### src/rtl/hazard_unit_if.sv
// Hazard unit bus: decode addresses and pipelined control in, forwarding/stall/flush controls
// and performance counters out. The master side is the pipeline; the slave side is hazard_unit.
interface hazard_unit_if #(
    parameter int REG_AW = 5,
    parameter int CNT_W  = 32
);
    logic [REG_AW-1:0] Rs1D;
    logic [REG_AW-1:0] Rs2D;
    logic [REG_AW-1:0] RdD;
    logic [1:0]        ResultSrcE;
    logic              RegWriteM;
    logic              RegWriteW;
    logic              PCSrcE;

    logic [1:0]        ForwardAE;
    logic [1:0]        ForwardBE;
    logic              StallF;
    logic              StallD;
    logic              FlushD;
    logic              FlushE;
    logic [CNT_W-1:0]  StallCnt;
    logic [CNT_W-1:0]  FlushCnt;
    logic [CNT_W-1:0]  FwdCnt;

    modport master (
        output Rs1D, Rs2D, RdD, ResultSrcE, RegWriteM, RegWriteW, PCSrcE,
        input  ForwardAE, ForwardBE, StallF, StallD, FlushD, FlushE,
        input  StallCnt, FlushCnt, FwdCnt
    );

    modport slave (
        input  Rs1D, Rs2D, RdD, ResultSrcE, RegWriteM, RegWriteW, PCSrcE,
        output ForwardAE, ForwardBE, StallF, StallD, FlushD, FlushE,
        output StallCnt, FlushCnt, FwdCnt
    );
endinterface

### src/rtl/hazard_unit.sv
// Forwarding, load-use stall and branch flush control for the 5-stage RV32I pipeline.
// Optional saturating performance counters are enabled by defining HAZARD_PERF_CNT_EN.
module hazard_unit #(
    parameter int REG_AW = 5,
    parameter int CNT_W  = 32
) (
    input logic         clk,
    input logic         reset,
    hazard_unit_if.slave bus
);
    logic [REG_AW-1:0] rs1_e, rs2_e, rd_e, rd_m, rd_w;
    logic [1:0]        fwd_a, fwd_b;
    logic              lw_stall;
    logic              stall, flush_d, flush_e;

    // x0 is hard-wired zero, so it never takes a forwarded value.
    function automatic logic [1:0] fwd_sel(
        input logic [REG_AW-1:0] rs,
        input logic [REG_AW-1:0] rdm,
        input logic [REG_AW-1:0] rdw,
        input logic              wem,
        input logic              wew
    );
        if (rs != '0 && rs == rdm && wem)      return 2'b10;
        else if (rs != '0 && rs == rdw && wew) return 2'b01;
        else                                   return 2'b00;
    endfunction

    // NOTE: every output of a combinational block gets a value before any branch, so no latch is inferred.
    always_comb begin
        lw_stall = (bus.ResultSrcE == 2'b01) && (rd_e != '0) &&
                   ((bus.Rs1D == rd_e) || (bus.Rs2D == rd_e));
        fwd_a    = fwd_sel(rs1_e, rd_m, rd_w, bus.RegWriteM, bus.RegWriteW);
        fwd_b    = fwd_sel(rs2_e, rd_m, rd_w, bus.RegWriteM, bus.RegWriteW);
        stall    = lw_stall & ~bus.PCSrcE;
        flush_d  = bus.PCSrcE;
        flush_e  = lw_stall | bus.PCSrcE;
        if (reset) begin
            fwd_a   = 2'b00;
            fwd_b   = 2'b00;
            stall   = 1'b0;
            flush_d = 1'b1;
            flush_e = 1'b1;
        end
    end

    assign bus.ForwardAE = fwd_a;
    assign bus.ForwardBE = fwd_b;
    assign bus.StallF    = stall;
    assign bus.StallD    = stall;
    assign bus.FlushD    = flush_d;
    assign bus.FlushE    = flush_e;

    // NOTE: state registers use non-blocking assignments so every flop samples pre-edge values.
    always_ff @(posedge clk) begin
        if (reset || flush_e) begin
            rs1_e <= '0;
            rs2_e <= '0;
            rd_e  <= '0;
        end else begin
            rs1_e <= bus.Rs1D;
            rs2_e <= bus.Rs2D;
            rd_e  <= bus.RdD;
        end
    end

    always_ff @(posedge clk) begin
        if (reset) begin
            rd_m <= '0;
            rd_w <= '0;
        end else begin
            rd_m <= rd_e;
            rd_w <= rd_m;
        end
    end

`ifdef HAZARD_PERF_CNT_EN
    logic [CNT_W-1:0] stall_cnt, flush_cnt, fwd_cnt;

    // Counters stick at all-ones instead of wrapping.
    always_ff @(posedge clk) begin
        if (reset) begin
            stall_cnt <= '0;
            flush_cnt <= '0;
            fwd_cnt   <= '0;
        end else begin
            if (stall && stall_cnt != '1)
                stall_cnt <= stall_cnt + CNT_W'(1);
            if (bus.PCSrcE && flush_cnt != '1)
                flush_cnt <= flush_cnt + CNT_W'(1);
            if ((fwd_a != 2'b00 || fwd_b != 2'b00) && fwd_cnt != '1)
                fwd_cnt <= fwd_cnt + CNT_W'(1);
        end
    end

    assign bus.StallCnt = stall_cnt;
    assign bus.FlushCnt = flush_cnt;
    assign bus.FwdCnt   = fwd_cnt;
`else
    assign bus.StallCnt = {CNT_W{1'b0}};
    assign bus.FlushCnt = {CNT_W{1'b0}};
    assign bus.FwdCnt   = {CNT_W{1'b0}};
`endif
endmodule
### src/flat_wrapper.sv
// flat-port wrapper written by rule: the top's interface ports become plain ports
module hazard_unit_flat 
#(
    parameter int REG_AW = 5,
    parameter int CNT_W  = 32
)
  (clk, reset, bus_Rs1D, bus_Rs2D, bus_RdD, bus_ResultSrcE, bus_RegWriteM, bus_RegWriteW, bus_PCSrcE, bus_ForwardAE, bus_ForwardBE, bus_StallF, bus_StallD, bus_FlushD, bus_FlushE, bus_StallCnt, bus_FlushCnt, bus_FwdCnt);
  hazard_unit_if #(.REG_AW(REG_AW), .CNT_W(CNT_W)) bus_i ();
  input logic clk;
  input logic reset;
  input wire logic [$bits(bus_i.Rs1D)-1:0] bus_Rs1D;
  input wire logic [$bits(bus_i.Rs2D)-1:0] bus_Rs2D;
  input wire logic [$bits(bus_i.RdD)-1:0] bus_RdD;
  input wire logic [$bits(bus_i.ResultSrcE)-1:0] bus_ResultSrcE;
  input wire logic [$bits(bus_i.RegWriteM)-1:0] bus_RegWriteM;
  input wire logic [$bits(bus_i.RegWriteW)-1:0] bus_RegWriteW;
  input wire logic [$bits(bus_i.PCSrcE)-1:0] bus_PCSrcE;
  output wire logic [$bits(bus_i.ForwardAE)-1:0] bus_ForwardAE;
  output wire logic [$bits(bus_i.ForwardBE)-1:0] bus_ForwardBE;
  output wire logic [$bits(bus_i.StallF)-1:0] bus_StallF;
  output wire logic [$bits(bus_i.StallD)-1:0] bus_StallD;
  output wire logic [$bits(bus_i.FlushD)-1:0] bus_FlushD;
  output wire logic [$bits(bus_i.FlushE)-1:0] bus_FlushE;
  output wire logic [$bits(bus_i.StallCnt)-1:0] bus_StallCnt;
  output wire logic [$bits(bus_i.FlushCnt)-1:0] bus_FlushCnt;
  output wire logic [$bits(bus_i.FwdCnt)-1:0] bus_FwdCnt;
  assign bus_i.Rs1D = bus_Rs1D;
  assign bus_i.Rs2D = bus_Rs2D;
  assign bus_i.RdD = bus_RdD;
  assign bus_i.ResultSrcE = bus_ResultSrcE;
  assign bus_i.RegWriteM = bus_RegWriteM;
  assign bus_i.RegWriteW = bus_RegWriteW;
  assign bus_i.PCSrcE = bus_PCSrcE;
  assign bus_ForwardAE = bus_i.ForwardAE;
  assign bus_ForwardBE = bus_i.ForwardBE;
  assign bus_StallF = bus_i.StallF;
  assign bus_StallD = bus_i.StallD;
  assign bus_FlushD = bus_i.FlushD;
  assign bus_FlushE = bus_i.FlushE;
  assign bus_StallCnt = bus_i.StallCnt;
  assign bus_FlushCnt = bus_i.FlushCnt;
  assign bus_FwdCnt = bus_i.FwdCnt;
  hazard_unit #(.REG_AW(REG_AW), .CNT_W(CNT_W)) u_core (.clk(clk), .reset(reset), .bus(bus_i));
endmodule
### config.mk
export PLATFORM = sky130hd
export DESIGN_NAME = hazard_unit_flat
export DESIGN_NICKNAME = d
export VERILOG_FILES = /design/src/rtl/hazard_unit_if.sv /design/src/rtl/hazard_unit.sv /design/src/flat_wrapper.sv
export SDC_FILE = /design/constraint.sdc
export NUM_CORES = 1
export LEC_CHECK = 0
export CORE_UTILIZATION = 33
export CTS_CLUSTER_SIZE = 10
export DETAILED_ROUTE_END_ITERATION = 10
export PLACE_DENSITY = 0.74
export SLEW_MARGIN = 20
export SYNTH_ARGS = -nofsm -noshare
export SYNTH_HDL_FRONTEND = slang
export SYNTH_SLANG_ARGS = --single-unit
### constraint.sdc
create_clock -name clk -period 1.9 [get_ports clk]
set_input_delay 0.38 -clock clk [delete_from_list [all_inputs] [get_ports clk]]
set_output_delay 0.38 -clock clk [all_outputs]
set_load 0.01 [all_outputs]
### Word level (Yosys, flattened, before mapping)

Index checks and enable logic that the tools add are counted.

* bits in registers: 25
* bits of input ports: 22
* output and inout bits: 104
* logic and storage cells: 39

* equal/unequal tests: 7
* muxes and demuxes: 9
* bitwise logic cells: 3
* reduce and logical (&&, ||, !) cells: 15

Operators by type and width (count)
* equality test 5 bit: 6
* nonzero test 5 bit: 3
* logical AND 1 bit: 10
* two-way mux 2 bit: 4
* two-way mux 1 bit: 5
* equality test 2 x 1 -> 1 bit (second input constant): 1
* logical OR 1 bit: 2
* bitwise AND 1 bit: 1
* NOT 1 bit: 1
* bitwise OR 1 bit: 1

### Longest topological paths before layout

Gate-level depths: netlist of run 1.

* depth in word-level cells: 6
* mapped depth: 5
* mapped depth without buffers: 4

### Worst setup path after synthesis of run 1

OpenSTA, ideal clock, no wires.

* path kind: register to output
* start point: reg u_core.rs1_e[0]
* end point: out bus_ForwardAE[0]
* arrival: 1452 ps
* data required time: 1520 ps
* setup slack: 68 ps
* cell stages (with the launch flop): 5
* path buffers: 0
* cell sequence: dfxtp_1 > or4_1 > nor2_1 > nor4_1 > nor4_1

* cells in the longest elaborated chain, start to end: 6
* elaborated cells between the ends (all ways): 10
* classes of those cells: 2 x eq/ne; 3 x mux; 5 x reduce/logical

RTL lines
* start: declaration: RTL line hazard_unit.sv:11 `logic [REG_AW-1:0] rs1_e, rs2_e, rd_e, rd_m, rd_w;`
* start signal: assignment: RTL line hazard_unit.sv:61 `rs1_e <= bus.Rs1D;`
* equality test 5 bit / nonzero test 5 bit (equally long branches): RTL line hazard_unit.sv:25, hazard_unit.sv:24
* logical AND 1 bit (2 in series): RTL line hazard_unit.sv:25 `else if (rs != '0 && rs == rdw && wew) return 2'b01;`
* two-way mux 1 bit: RTL line hazard_unit.sv:25
* two-way mux 2 bit *: RTL line hazard_unit.sv:24 `if (rs != '0 && rs == rdm && wem) return 2'b10;`
* two-way mux 2 bit *: RTL line hazard_unit.sv:38 `if (reset) begin`
* end: declaration: RTL line flat_wrapper.sv:18 `output wire logic [$bits(bus_i.ForwardAE)-1:0] bus_ForwardAE;`

Every way passes the cells marked *; elsewhere a longest branch is shown, timed or not.

### Worst setup path after layout of run 1

* start point: reg u_core.rs1_e[4]
* end point: out bus_ForwardAE[0]

The elaborated chain is that of the path after synthesis.

==> reports/results.tsv, run 1 <==
stage	metric	value	unit
drt	Initial DRC Count	63	
timing	min Tclk post-route	2.16	ns
grt	largest net degree at the start of global routing	17	
grt	gr ovfl total	0	
critical_path	CP Data Required Time	1.52	ns
synthesis	cells after synthesis	228	
power_and_ir_drop	P_leak	1.08	nW
placed_design	gpl congestion	0.855	
floorplan	die width	78.8	um
synthesis	Post-Syn Area	1950	um^2
clock_tree	clock slew at reported path FFs	0.08	ns
timing	Fmax achieved	463	MHz
cells_and_area	P&R area growth vs syn	20.3	%
grt	vias in the first global route	1149	
floorplan	Core Rows	27	
placed_design	DP Cell Count	348	
power_and_ir_drop	clock power share	24.8	%
floorplan	full die area	6210	um^2
timing	Fin Setup TNS	-0.955	ns
drt	DR WL/cell	9.68	um
cells_and_area	commonest non-fill, non-tap cells in the layout	conb_1, buf_4, xnor2_1	
timing	hold_ws	0.505	ns
power_and_ir_drop	VDD IR max	0.217	mV
power_and_ir_drop	switching share of power	31.2	%
grt	antenna violations before repair	0	
critical_path	CP Capture Type	output port	
floorplan	die height	78.8	um
synthesis	Avg Inst Size Synth	8.54	um^2
grt	GRT Overall Usage	10.8	%
clock_tree	CTS Buf Count	3	
cells_and_area	commonest non-fill, non-tap cell in the layout	conb_1	
drt	post-route ant nets	0	
clock_tree	largest buffer count on any clock path	2	
cells_and_area	final net count	312	
power_and_ir_drop	Pint	0.000849	W
power_and_ir_drop	power per cell area	527	nW/um^2
drt	DR vias	1322	
timing	RSZ-0062 raised after global routing	true	
drt	DRT Pass-1 Iters	4	
cells_and_area	final cell count without fillers	361	
clock_tree	CTS tree	built	
outcome	failing checks	setup timing	
clock_tree	H-tree Lvls	1	
critical_path	worst-path fanout max	2	
critical_path	CP startpoint kind	register	
critical_path	CP Class	register to output port	
floorplan	I/O pin count	126	
drt	Remaining DRCs	0	
synthesis	post-synthesis sequential area ratio	25.7	%
timing	Max Slew Vio Count	0	
outcome	status	finished, violations left	
cells_and_area	fraction of layout cells with a size suffix above 1	30.4	%
drt	Routed WL	3500	um
power_and_ir_drop	logic gate share of total power	29.8	%
timing	period utilisation layout	114	%
power_and_ir_drop	Sequential Power Share	45.4	%
timing	endpoints failing hold	0	
cells_and_area	n_diodes	0	
drt	Vias/cell	3.66	
timing	final number of setup-violating endpoints	7	
synthesis	Synth cell types	23	
clock_tree	worst skew pair latency	0.27	ns
floorplan	CORE AREA	5610	um^2
grt	first-pass GRT wire length	5190	um
clock_tree	Root Buffer	clkbuf_8	
critical_path	reg-to-reg slack, setup	0.08	ns
critical_path	Crit path arrival time	1.78	ns
power_and_ir_drop	Final Power	0.00123	W
critical_path	crit path cell chain	or4_4 > nor2_4 > nor4_2 > nor4_1 > buf_2	
timing	final setup margin	-0.262	ns
placed_design	IO buf count	29	
cells_and_area	fillcell total	556	
floorplan	Starting Density	34.7	%
run	max_cap viols	0	
synthesis	Seq cells post-synth	25	
power_and_ir_drop	P_sw	0.000385	W
timing	Clock Skews	0.00181	ns
hold_path	Hold Crit Class	register to register	
critical_path	Crit-path slowest cell	or4_4	
placed_design	DP HPWL	2650	um
critical_path	max incr delay on CP	0.55	ns
cells_and_area	fin util	41.8	%
clock_tree	Clock Sinks	25	
synthesis	yosys warns	0	
## registers in the layout (all words and copies together) (netlist names)
register	flops
u_core.rd_e	5
u_core.rd_m	5
u_core.rd_w	5
u_core.rs1_e	5
u_core.rs2_e	5
## routing by layer
layer / wire length (um) / GRT usage, %
met1: 1350 / 12.2
met2: 1910 / 20.3
met4: 31 / 3.82
met3: 198 / 1.49
met5: 0 / 0
## power groups by stage
| stage | combinational (W) | sequential (W) | clock, W |
|---|---|---|---|
| after floorplan | 0.000342 | 0.000570 | 0 |
| after global placement | 0.000310 | 0.000569 | 0 |
| after detailed placement | 0.000314 | 0.000570 | 0 |
| after CTS | 0.000332 | 0.000559 | 0.000317 |
| after global routing | 0.000403 | 0.000563 | 0.000339 |
| final | 0.000368 | 0.000561 | 0.000305 |
## final timing paths
check                                           startpoint  cells after the start                         end
worst min-delay path             u_core.rd_e[3]$_SDFF_PP0_                      1   u_core.rd_m[3]$_SDFF_PP0_
worst max-delay path            u_core.rs1_e[4]$_SDFF_PP0_                      5            bus_ForwardAE[0]
worst max register to register   u_core.rd_e[0]$_SDFF_PP0_                     10  u_core.rs1_e[0]$_SDFF_PP0_
worst min register to register   u_core.rd_e[3]$_SDFF_PP0_                      1   u_core.rd_m[3]$_SDFF_PP0_
## cell usage after synthesis, drive strengths merged
cell type,number,share of area (%)
xor2,4,1.8
nand4,4,1.3
buf,99,39
a21oi,15,5.8
nor4,4,1.3
clkbuf,2,0.39
o21ai,2,0.51
nand2,19,3.7
nor3,1,0.26
or4,3,1.3
nor2b,14,4.5
dfxtp,25,26
o22ai,1,0.32
nand3,2,0.51
nor2,3,0.58
inv,1,0.19
conb,1,0.19
xnor2,26,12
o21a,1,0.77
o22a,1,0.45
## through the flow
stage,cell area (um^2),setup slack [ns]
2_1_floorplan,2300,0.0679
3_3_place_gp,2110,-0.597
3_5_place_dp,2110,-0.632
4_1_cts,2240,-0.275
5_1_grt,2340,-0.365
6_report,2340,-0.262
## repair_timing
item / in CTS / in global routing
hold buffers: 0 / 0
setup buffers: 6 / 2
endpoints found under the setup margin: 8 / 19
gates cloned: 0 / 1
resized for setup: 66 / 23
pin swaps: 10 / 10
## cells by family (layout without fill, tap and decap cells)
family / count (synthesis) / after routing / share of synthesized area, %
buffers and inverters: 102 / 68 / 39.4
AND/OR/NAND/NOR: 50 / 50 / 13.4
XOR/XNOR: 30 / 30 / 13.5
flip-flops: 25 / 25 / 25.7
AO/OA/AOI/OAI: 20 / 20 / 7.84
other: 1 / 96 / 0.192
## cell type report
| class | instances | area, um^2 | share of cell area (%) |
|---|---|---|---|
| clock inverter | 1 | 5.00 | 0.214 |
| clock buffer | 3 | 41.3 | 1.76 |
| sequential | 25 | 515 | 22.0 |
| tap | 72 | 90.1 | 3.84 |
| inverter | 1 | 3.75 | 0.160 |
| multi-input combinational | 196 | 1180 | 50.5 |
| timing repair buffer | 63 | 505 | 21.6 |
## worst max-delay path, delay by kind of cell (launching register included)
family,cells,cell delay (ns)
AND/OR/NAND/NOR,4,1.00
flip-flops,1,0.33
buffers and inverters,1,0.18
Power figures use the tool's default switching activity.
==> run 2, diff against run 1 <==
--- a/config.mk
+++ b/config.mk
@@ -9,6 +9,7 @@
 export CTS_CLUSTER_SIZE = 10
 export DETAILED_ROUTE_END_ITERATION = 10
 export PLACE_DENSITY = 0.74
+export RECOVER_POWER = 50
 export SLEW_MARGIN = 20
 export SYNTH_ARGS = -nofsm -noshare
 export SYNTH_HDL_FRONTEND = slang
==> run 2 against run 1 <==
- the flow still finishes with violations (setup timing)
- register-to-register slack about the same
- clock power about the same
- routed wire length about the same
- sequential power about the same
- setup slack unchanged
- cell count unchanged
- sequential share of layout area about the same
- non-clock buffer count unchanged
- combinational power about the same
- utilization decreased by 0.067 points
- first-iteration DRC count unchanged
- largest cell class unchanged
- largest power group unchanged
==> reports/results.tsv, run 2 (same netlist as run 1, synthesis figures left out) <==
stage	metric	value	unit	change
outcome	status	finished, violations left		
outcome	failing checks	setup timing		
timing	final setup margin	-0.262	ns	unchanged
cells_and_area	commonest non-fill, non-tap cells in the layout	conb_1, buf_4, xnor2_1		
cells_and_area	Final Cell Area	2340	um^2	-0.16%
placed_design	IO buf count	29		unchanged
power_and_ir_drop	clock power share	24.8	%	about the same
drt	DR WL/cell	9.68	um	about the same
grt	antenna violations before repair	0		unchanged
grt	gr ovfl total	0		unchanged
cells_and_area	n_diodes	0		unchanged
floorplan	Starting Density	34.7	%	unchanged
power_and_ir_drop	Sequential Power Share	45.5	%	about the same
timing	Worst Max-Slew Pin Slew	0.586	ns	
timing	Fmax achieved	463	MHz	unchanged
clock_tree	hold_buf cts	0		unchanged
timing	final number of setup-violating endpoints	7		unchanged
timing	period utilisation layout	114	%	unchanged
critical_path	CP startpoint kind	register		
clock_tree	CTS Buf Count	3		unchanged
run	max_cap viols	0		unchanged
placed_design	gpl congestion	0.855		unchanged
clock_tree	clock slew at reported path FFs	0.08	ns	about the same
grt	vias in the first global route	1149		unchanged
timing	hold_ws	0.505	ns	unchanged
critical_path	worst-path fanout max	2		unchanged
power_and_ir_drop	logic gate share of total power	29.7	%	about the same
placed_design	Placement Cell Area	2110	um^2	unchanged
floorplan	Core Rows	27		unchanged
clock_tree	H-tree Lvls	1		unchanged
floorplan	die width	78.8	um	unchanged
timing	RSZ-0062 raised after global routing	true		
cells_and_area	final net count	312		unchanged
drt	Routed WL	3490	um	about the same
timing	min Tclk post-route	2.16	ns	unchanged
timing	Max Slew Vio Count	0		unchanged
grt	first-pass GRT wire length	5190	um	unchanged
power_and_ir_drop	P_leak	1.08	nW	-0.35%
drt	Initial DRC Count	63		unchanged
drt	Vias/cell	3.66		about the same
cells_and_area	fraction of layout cells with a size suffix above 1	30.1	%	-0.35 points
hold_path	Hold Crit Class	register to register		
drt	Remaining DRCs	0		unchanged
drt	DR vias	1323		+0.076%
power_and_ir_drop	switching share of power	31.2	%	about the same
placed_design	Placement Setup Slack	-0.632	ns	unchanged
grt	largest net degree at the start of global routing	17		unchanged
power_and_ir_drop	Pint	0.000848	W	-0.13%
floorplan	die height	78.8	um	unchanged
power_and_ir_drop	VDD IR max	0.217	mV	about the same
clock_tree	CTS tree	built		
clock_tree	largest buffer count on any clock path	2		unchanged
power_and_ir_drop	P_sw	0.000385	W	about the same
critical_path	Crit path arrival time	1.78	ns	about the same
critical_path	CP Class	register to output port		
drt	post-route ant nets	0		unchanged
cells_and_area	P&R area growth vs syn	20.1	%	
grt	GRT Overall Usage	10.8	%	unchanged
floorplan	full die area	6210	um^2	unchanged
clock_tree	Root Buffer	clkbuf_8		
placed_design	DP HPWL	2650	um	unchanged
critical_path	CP Data Required Time	1.52	ns	about the same
clock_tree	Clock Sinks	25		unchanged
cells_and_area	commonest non-fill, non-tap cell in the layout	conb_1		
timing	Clock Skews	0.00181	ns	unchanged
timing	endpoints failing hold	0		unchanged
power_and_ir_drop	power per cell area	527	nW/um^2	about the same
critical_path	CP Capture Type	output port		
drt	DRT Pass-1 Iters	4		unchanged
floorplan	I/O pin count	126		unchanged
clock_tree	worst skew pair latency	0.27	ns	about the same
power_and_ir_drop	Final Power	0.00123	W	about the same
floorplan	CORE AREA	5610	um^2	unchanged
timing	Slew HR	60.9	%	
[run 2: worst paths after layout]
path                                                 start                         end  slack, ns  cells after the start
worst max register to register   u_core.rd_e[0]$_SDFF_PP0_  u_core.rs1_e[0]$_SDFF_PP0_       0.08                     10
worst min register to register   u_core.rd_e[3]$_SDFF_PP0_   u_core.rd_m[3]$_SDFF_PP0_       0.50                      1
worst max-delay path            u_core.rs1_e[4]$_SDFF_PP0_            bus_ForwardAE[0]      -0.26                      5
worst min-delay path             u_core.rd_e[3]$_SDFF_PP0_   u_core.rd_m[3]$_SDFF_PP0_       0.50                      1
[run 2: final cells by class]
class                      count  area, um^2
tap                           72        90.1
inverter                       1        3.75
clock inverter                 1        5.00
timing repair buffer          63         502
fill                         555        3270
multi-input combinational    196        1180
clock buffer                   3        41.3
sequential                    25         515
[run 2: power by group through the flow]
stage,Combinational (W),Sequential (W),Clock (W)
global route,0.000402,0.000563,0.000339
global placement,0.000310,0.000569,0
CTS,0.000332,0.000559,0.000317
detailed placement,0.000314,0.000570,0
floorplan,0.000342,0.000570,0
finish,0.000367,0.000561,0.000305
[run 2: metrics by stage]
stage,cells,util [%],setup TNS (ns)
detailed placement,348,37.6,-4.10
CTS,358,39.9,-0.768
finish,361,41.7,-0.985
global placement,348,37.6,-4.12
floorplan,323,-,0
global route,361,41.7,-1.61
[run 2: timing repair]
action / 4_1_cts / 5_1_grt
gates cloned: 0 / 1
setup endpoints to repair: 8 / 19
resized for setup: 66 / 23
pin swaps: 10 / 10
buffers inserted: 6 / 2
[run 2: layer usage]
layer  track usage (%)  up-vias  part of all wire (%)
li1                  -      655                     -
met1              12.2      583                    38
met2              20.3       81                    55
met3              1.49        4                   5.8
met4              3.82        0                  0.89
met5                 0        -                     0
[run 2: worst max-delay path: stages, from the launching register on]
cell	delay, ns
dfxtp_2	0.33
or4_4	0.55
nor2_4	0.11
nor4_2	0.06
nor4_1	0.28
buf_2	0.18
==> run 3, diff against run 2 <==
--- a/config.mk
+++ b/config.mk
@@ -5,6 +5,7 @@
 export SDC_FILE = /design/constraint.sdc
 export NUM_CORES = 1
 export LEC_CHECK = 0
+export CAP_MARGIN = 15
 export CORE_UTILIZATION = 33
 export CTS_CLUSTER_SIZE = 10
 export DETAILED_ROUTE_END_ITERATION = 10
==> results of run 3 <==
The final DEF is identical to that of run 2; final timing and power are the same.
